$ cat src/rtl/video_seg_pkg.sv
// rtl/video_seg_pkg.sv - shared constants, state type and header layout for the segment packer
package video_seg_pkg;

  localparam logic [15:0] HDR_MAGIC    = 16'hA55A;
  localparam int          FIFO_W       = 49;
  localparam int          HDR_FLAG_BIT = 48;

  // Header field offsets; the Ethernet-side depacketizer decodes with the same values.
  localparam int HDR_MAGIC_LSB = 32;
  localparam int HDR_INDEX_LSB = 16;
  localparam int HDR_VCNT_LSB  = 5;

  typedef enum logic [1:0] {IDLE, SEND, DROP} seg_state_t;

  function automatic logic [FIFO_W-1:0] make_header(input logic [11:0] idx,
                                                    input logic [10:0] vcnt);
    logic [FIFO_W-1:0] h;
    h = '0;
    h[HDR_FLAG_BIT]            = 1'b1;
    h[HDR_MAGIC_LSB +: 16]     = HDR_MAGIC;
    h[HDR_INDEX_LSB +: 12]     = idx;
    h[HDR_VCNT_LSB +: 11]      = vcnt;
    return h;
  endfunction

endpackage

$ cat src/rtl/sat_counter.sv
// rtl/sat_counter.sv - event counter that sticks at all-ones
module sat_counter #(
  parameter int W = 16
) (
  input  logic         clk,
  input  logic         rst_n,
  input  logic         inc,
  output logic [W-1:0] cnt
);

  logic [W-1:0] cnt_q, cnt_d;

  always_comb begin
    cnt_d = cnt_q;
    if (inc && (cnt_q != '1)) cnt_d = cnt_q + 1'b1;
  end

  always_ff @(posedge clk or negedge rst_n) begin
    if (!rst_n) cnt_q <= '0;
    else        cnt_q <= cnt_d;
  end

  assign cnt = cnt_q;

endmodule

$ cat src/rtl/video_seg_packer.sv
// rtl/video_seg_packer.sv - slices active lines into segments and packs pixel pairs behind a header word
module video_seg_packer
  import video_seg_pkg::*;
#(
  parameter int SEG_PIXELS = 640,
  parameter int CNT_W      = 16
) (
  input  logic              rx0_pclk,
  input  logic              rstbtn_n,
  input  logic              video_en,
  input  logic [10:0]       video_vcnt,
  input  logic [11:0]       index,
  input  logic [7:0]        red,
  input  logic [7:0]        green,
  input  logic [7:0]        blue,
  input  logic              fifo_full,
  input  logic              fifo_prog_full,
  output logic [FIFO_W-1:0] fifo_din,
  output logic              fifo_wr_en,
  output logic [CNT_W-1:0]  drop_cnt,
  output logic [CNT_W-1:0]  short_cnt,
  output logic              overflow
);

  localparam int              PC_W     = $clog2(SEG_PIXELS + 1);
  localparam logic [PC_W-1:0] SEG_LAST = PC_W'(SEG_PIXELS);

  seg_state_t        state_q, state_d;
  logic [PC_W-1:0]   pcnt_q, pcnt_d;
  logic [23:0]       held_q, held_d;
  logic [FIFO_W-1:0] din_q, din_d;
  logic              wr_q, wr_d;
  logic              ovf_q, ovf_d;
  logic              drop_inc, short_inc, start_seg;
  logic [23:0]       pixel;

  assign pixel = {red, green, blue};

  always_comb begin
    state_d   = state_q;
    pcnt_d    = pcnt_q;
    held_d    = held_q;
    din_d     = din_q;
    wr_d      = 1'b0;
    ovf_d     = ovf_q;
    drop_inc  = 1'b0;
    short_inc = 1'b0;
    start_seg = 1'b0;

    case (state_q)
      IDLE: begin
        if (video_en) start_seg = 1'b1;
      end
      SEND: begin
        if (video_en) begin
          if (pcnt_q == SEG_LAST) begin
            start_seg = 1'b1;
          end else begin
            pcnt_d = pcnt_q + 1'b1;
            // Odd pixel completes a pair; a full FIFO abandons the rest of the segment.
            if (pcnt_q[0]) begin
              if (fifo_full) begin
                ovf_d   = 1'b1;
                state_d = DROP;
              end else begin
                wr_d  = 1'b1;
                din_d = {1'b0, held_q, pixel};
              end
            end else begin
              held_d = pixel;
            end
          end
        end else begin
          state_d = IDLE;
          pcnt_d  = '0;
          if (pcnt_q != SEG_LAST) begin
            short_inc = 1'b1;
            if (pcnt_q[0]) begin
              if (fifo_full) begin
                ovf_d = 1'b1;
              end else begin
                wr_d  = 1'b1;
                din_d = {1'b0, held_q, 24'h0};
              end
            end
          end
        end
      end
      DROP: begin
        if (video_en) begin
          if (pcnt_q == SEG_LAST) start_seg = 1'b1;
          else                    pcnt_d = pcnt_q + 1'b1;
        end else begin
          state_d = IDLE;
          pcnt_d  = '0;
          if (pcnt_q != SEG_LAST) short_inc = 1'b1;
        end
      end
      default: state_d = IDLE;
    endcase

    // Segment start shares one decision path from IDLE and from a full segment.
    if (start_seg) begin
      pcnt_d = PC_W'(1);
      held_d = pixel;
      if (fifo_prog_full) begin
        drop_inc = 1'b1;
        state_d  = DROP;
      end else if (fifo_full) begin
        ovf_d   = 1'b1;
        state_d = DROP;
      end else begin
        wr_d    = 1'b1;
        din_d   = make_header(index, video_vcnt);
        state_d = SEND;
      end
    end
  end

  always_ff @(posedge rx0_pclk or negedge rstbtn_n) begin
    if (!rstbtn_n) begin
      state_q <= IDLE;
      pcnt_q  <= '0;
      held_q  <= '0;
      din_q   <= '0;
      wr_q    <= 1'b0;
      ovf_q   <= 1'b0;
    end else begin
      state_q <= state_d;
      pcnt_q  <= pcnt_d;
      held_q  <= held_d;
      din_q   <= din_d;
      wr_q    <= wr_d;
      ovf_q   <= ovf_d;
    end
  end

  sat_counter #(.W(CNT_W)) u_drop_cnt (
    .clk   (rx0_pclk),
    .rst_n (rstbtn_n),
    .inc   (drop_inc),
    .cnt   (drop_cnt)
  );

  sat_counter #(.W(CNT_W)) u_short_cnt (
    .clk   (rx0_pclk),
    .rst_n (rstbtn_n),
    .inc   (short_inc),
    .cnt   (short_cnt)
  );

  assign fifo_din   = din_q;
  assign fifo_wr_en = wr_q;
  assign overflow   = ovf_q;

endmodule

$ cat config.mk
export PLATFORM = sky130hd
export DESIGN_NAME = video_seg_packer
export DESIGN_NICKNAME = d
export VERILOG_FILES = /design/src/rtl/video_seg_pkg.sv /design/src/rtl/sat_counter.sv /design/src/rtl/video_seg_packer.sv
export SDC_FILE = /design/constraint.sdc
export NUM_CORES = 1
export LEC_CHECK = 0
export BUFFER_PORTS_ARGS = -buffer_cell sky130_fd_sc_hd__buf_2
export CORE_ASPECT_RATIO = 1.4
export CORE_MARGIN = 2
export CORE_UTILIZATION = 48
export DETAILED_ROUTE_END_ITERATION = 8
export GPL_ROUTABILITY_DRIVEN = 0
export GPL_TIMING_DRIVEN = 0
export MAX_ROUTING_LAYER = met4
export PLACE_DENSITY_LB_ADDON = 0.2
export SETUP_SLACK_MARGIN = 0.1
export SYNTH_ARGS = -nofsm -noshare
export SYNTH_HDL_FRONTEND = slang
export SYNTH_SLANG_ARGS = --single-unit
$ cat constraint.sdc
create_clock -name rx0_pclk -period 2.3 [get_ports rx0_pclk]
set_input_delay 0.345 -clock rx0_pclk [delete_from_list [all_inputs] [get_ports rx0_pclk]]
set_output_delay 0.345 -clock rx0_pclk [all_outputs]
set_load 0.03 [all_outputs]
==> Yosys cells after proc, flatten, opt, wreduce, memory -nomap -nowiden <==
Index checks and enable logic that the tools add are counted.
Widths: inputs -> output; s select.
{ "classes": {"n_mux": 56, "add_sub_neg": 3, "n_reduce_logical": 10, "eq_ne": 14} }
{ "ops": {"columns": ["op", "n"], "rows": [
  ["$mux 49", 11],
  ["$mux 24", 5],
  ["$mux 10", 4],
  ["$add 16x1->16 const B", 2],
  ["$ne 16x16->1 const B", 2],
  ["$mux 1", 26],
  ["$mux 2", 8],
  ["$ne 4x4->1 const B", 3],
  ["$add 10x1->10 const B", 1],
  ["$eq 10x10->1 const B", 1],
  ["$ne 10x10->1 const B", 1],
  ["$ne 3x3->1 const B", 2],
  ["$pmux 2 s3", 1],
  ["$reduce_bool 2->1", 3],
  ["$reduce_and 5->1", 1],
  ["$ne 2x2->1 const B", 2],
  ["$reduce_and 4->1", 1],
  ["$eq 2x1->1 const B", 1],
  ["$eq 2x2->1 const B", 1],
  ["$logic_and 1x1->1", 2],
  ["$logic_not 2->1", 1],
  ["$ne 2x1->1 const B", 1],
  ["$pmux 1 s2", 1],
  ["$reduce_and 2->1", 1],
  ["$reduce_or 2->1", 1]
]} }
{ "totals": {"inputBits": 52, "out_inout_bits": 83, "reg_bits": 119, "elab_cells": 91} }

==> Depth between registers and ports, before layout <==
{ "logic_depth": {"depth_word": 8, "depth_mapped": 10, "ltp_nobuf": 7} }

==> Modules after synthesis <==
Synthesis repeated with hierarchy kept, for this count alone.
{ "unflattened": {"hier_cells": 546, "area_unflattened_um2": 5810.6} }
{ "by_module_without_submodules": {"columns": ["mod", "cells_each", "instances", "seq_area_each_um2", "area_per_inst_um2"], "rows": [
  ["video_seg_packer", 397, 1, 2177.1, 4066.4],
  ["sat_counter (u_short_cnt)", 77, 1, 400.4, 884.6],
  ["sat_counter (u_drop_cnt)", 72, 1, 400.4, 859.6]
]} }

==> Worst setup path after synthesis <==
Ideal clock, no wire load.
{ "synth_path": {"kind": "register to register", "start": "register pcnt_q[0]", "end": "register held_q[10]", "required_ns": 2.175, "setup_ns": 0.125, "period_less_slack_ns": 2.348, "stages_incl_launch_ff": 11, "n_path_buf": 3, "path_slack_ns": -0.048, "arrival_ns": 2.222, "cell_sequence": "dfrtp_1 inv_1 ha_1 or4b_1 buf_2 nor4_4 nor2_2 o31a_1 buf_6 buf_6 mux2_4"} }
{ "synth_via": {"elab_chain_cells": 6, "elab_cells_between_ends": 10, "classes_between": "eq/ne (3); mux (4); reduce/logical (3)"} }
{ "synth_lines": {"columns": ["item", "line_no", "text"], "rows": [
  ["start: declaration", "video_seg_packer.sv:29", "logic [PC_W-1:0] pcnt_q, pcnt_d;"],
  ["start signal: assignment", "video_seg_packer.sv:130", "pcnt_q <= pcnt_d;"],
  ["$eq 10x10->1", "video_seg_packer.sv:56, video_seg_packer.sv:91", null],
  ["$mux 1", "video_seg_packer.sv:56, video_seg_packer.sv:91", null],
  ["$mux 1", "video_seg_packer.sv:55", "if (video_en) begin"],
  ["$pmux 1 s2", "video_seg_packer.sv:50", "case (state_q)"],
  ["$ne 2x2->1 (no line), or another cell as far along", null, null],
  ["$reduce_and 4->1 (no line)", null, null],
  ["end signal: assignment", "video_seg_packer.sv:131", "held_q <= held_d;"],
  ["end: declaration", "video_seg_packer.sv:30", "logic [23:0] held_q, held_d;"]
]} }
Parallel ways exist; a longest one is shown, timed or not.
A chain may end at the register's enable or synchronous reset.

==> Worst setup path after layout <==
Ends and elaborated chain as after synthesis.

==> impl_metrics.json <==
{
  "status": "finished, violations left",
  "violations": "setup timing",
  "area_growth_pct": 50.3,
  "cp_slowest_stage_delay_ns": 0.45,
  "swShare_pct": 38.7,
  "drive_gt1_share_pct": 49.6,
  "drc": 0,
  "ys_types": 49,
  "num_antenna_cells": 0,
  "period_minus_slack_ns": 2.43,
  "p_per_area_nw_per_um2": 1250,
  "synthArstFlopShare_pct": 100,
  "grt_first_pass_wirelength_um": 23100,
  "avgViaCountPerCell": 5.58,
  "grt.total_usage_pct": 25.1,
  "p_int_w": 0.00638,
  "switchingPower_w": 0.00403,
  "rows": 46,
  "critPathLaunchType": "flip-flop",
  "clkLatencyLatePin_ns": 0.41,
  "clockBufferDepth": 2,
  "tightest_slew_ns": 0.681,
  "synthesis.nets": 591,
  "htree_levels": 4,
  "end_kind": "flip-flop",
  "placed_area_um2": 6420,
  "syn_area_um2": 5520,
  "finalCritPeriodShare_pct": 106,
  "drt-wirelength-per-cell_um": 18.8,
  "grt_pass1_vias": 4751,
  "die_y_um": 131,
  "required_ns": 2.59,
  "worst_clock_skew_ns": 0.00769,
  "rsz0062_at_grt": "yes",
  "fmax_ghz": 0.411,
  "p_clk_share_pct": 25.8,
  "synthFlopType": "dfrtp_1",
  "core_area_um2": 11300,
  "syn_area_per_cell_um2": 10.4,
  "dp_hpwl_um": 10000,
  "clkSinkCount": 119,
  "slew_violations": 0,
  "path_common_cell": "buf_6",
  "arrival_ns": 2.73,
  "fin_nets": 781,
  "ios": 135,
  "antenna_found_initial": 0,
  "die_w_um": 94.6,
  "maxSlewHeadroom_pct": 54.2,
  "grt_max_degree": 91,
  "fin_area_um2": 8300,
  "cts_buffers": 17,
  "holdWs_ns": 0.181,
  "io_buffer_count": 134,
  "dieArea_um2": 12400,
  "cts_tree": "done",
  "ys_warn_count": 0,
  "clk_pin_slew_ns": 0.05,
  "hold_viol": 0,
  "initial_utilization_pct": 48.9,
  "ctsRootBufferMaster": "clkbuf_16",
  "p_leak_nw": 3.86,
  "final-setup-viol-count": 54,
  "layout_commonest_cell": "buf_2",
  "layout_setup_ws_ns": -0.134,
  "ir_worst_vdd_mv": 0.763,
  "drt_pass1_iterations": 5,
  "maxCapViolCount": 0,
  "cpMaxStageDelayCell": "or4b_4",
  "ys_seq_area_share_pct": 53.9,
  "synth-edff-count": 0,
  "final_cell_mix": "buf_2 (133), dfrtp_1 (118), nand2_1 (67)",
  "min_path_type": "input pin to flip-flop",
  "synth_seq_cells": 119,
  "p_comb_share_pct": 41.8,
  "fin_util_pct": 73.5,
  "vias": 4898,
  "finalWirelength_um": 16500,
  "crit_path_max_fanout": 10,
  "worstPathCellList": "inv_2, ha_4, or4b_4, buf_6, nor4_4, buf_6, nor2_4, o31a_1, buf_6, buf_12, mux2_4",
  "drtAntennaViolNets": 0,
  "grt-ovfl-total": 0,
  "synth_cells": 531,
  "drtIter0Drc": 245,
  "seq_power_share_pct": 32.4,
  "path_class": "flip-flop to flip-flop"
}
-- registers in the layout, indices dropped and copies added, names as in the netlist --
register	count
fifo_wr_en	1
u_short_cnt.cnt	16
pcnt_q	10
overflow	1
state_q	2
u_drop_cnt.cnt	16
fifo_din	49
held_q	24
-- routing by layer --
| layer | wire [um] | vias up | part of all wire (%) | GRT usage (%) |
|---|---|---|---|---|
| met5 | 0 | - | 0 | - |
| met3 | 762 | 30 | 4.6 | 5.85 |
| met4 | 387 | 0 | 2.3 | 11.8 |
| li1 | - | 2244 | - | - |
| met2 | 9080 | 141 | 55 | 42.3 |
| met1 | 6250 | 2483 | 38 | 28.2 |
-- synthesized netlist by cell type, types with 10 or more instances --
cell type    n  share of area [%]
clkbuf_1    17                1.2
nor3_1      12                1.1
o21ai_0     10               0.91
xnor2_1     12                1.9
nand3_1     47                4.3
xor2_1      21                3.3
dfrtp_1    119                 54
a21oi_1     22                2.0
nand2_1     91                6.2
inv_1       11               0.75
nor2_1      38                2.6
mux2_4      20                5.4
a31oi_1     25                2.8
-- critical path: cells and delay by family (launching register included) --
kind                       cells  cell delay (ns)
AOI/OAI and AO/OA              1             0.14
adders and majority gates      1             0.12
buffers and inverters          5             0.70
DFF                            1             0.41
muxes                          1             0.31
and+or+nand+nor                3             0.63
-- power by group through the flow --
stage	registers, W	logic, W	clock network [W]
final	0.00337	0.00435	0.00268
after global routing	0.00344	0.00462	0.00282
after CTS	0.00327	0.00370	0.00270
after detailed placement	0.00331	0.00334	0
after global placement	0.00327	0.00326	0
after floorplan	0.00415	0.00150	0
-- logic make-up (layout without fill, tap and decap cells) --
logic type                 count (synthesis)  in the layout  share of synthesized area, %
muxes                                     29             29                          7.25
and+or+nand+nor                          228            228                          20.1
AOI/OAI and AO/OA                         75             75                          8.36
xor gates and xnor gates                  33             33                          5.23
DFF                                      119            119                          53.9
adders and majority gates                  8              8                          1.81
buffers and inverters                     39            242                          3.29
-- per-stage QoR --
step	total power (W)	setup TNS [ns]	setup slack [ns]	std cells
after detailed placement	0.00665	-30.04	-0.452	810
after CTS	0.00967	-6.54	-0.161	866
after global placement	0.00653	-90.77	-0.570	809
after global routing	0.0109	-8.41	-0.190	878
after floorplan	0.00565	-0.951	-0.0476	531
final	0.0104	-3.88	-0.134	878
-- timing repair --
action,in CTS,in global routing
pin swaps,26,52
hold buffers,1,0
setup buffers,19,8
cloned,4,5
endpoints found under the hold margin,29,0
resized for setup,83,157
setup endpoints to repair,115,118
-- final cells by class --
class | count | area [um^2]
well taps | 144 | 180
fillers | 763 | 2980
clock inverters | 13 | 155
clock buffers | 19 | 443
inverters | 11 | 41.3
plain buffers | 28 | 337
repair buffers | 171 | 1150
flip-flops and latches | 119 | 2980
multi-input cells | 373 | 3020
-- path summary, 6_finish.rpt --
check                           from      endpoint  slack, ns  depth (start not counted)
setup / recovery           pcnt_q[0]    held_q[10]      -0.13                         11
hold / removal               blue[4]     held_q[4]       0.18                          2
setup reg to reg           pcnt_q[0]    held_q[10]      -0.13                         11
hold reg to reg             overflow      overflow       0.46                          1
max in group asynchronous   rstbtn_n     pcnt_q[0]       1.17                          3
min in group asynchronous   rstbtn_n  fifo_din[48]       0.37                          2
Note: power is estimated with default switching activity, not from simulation.
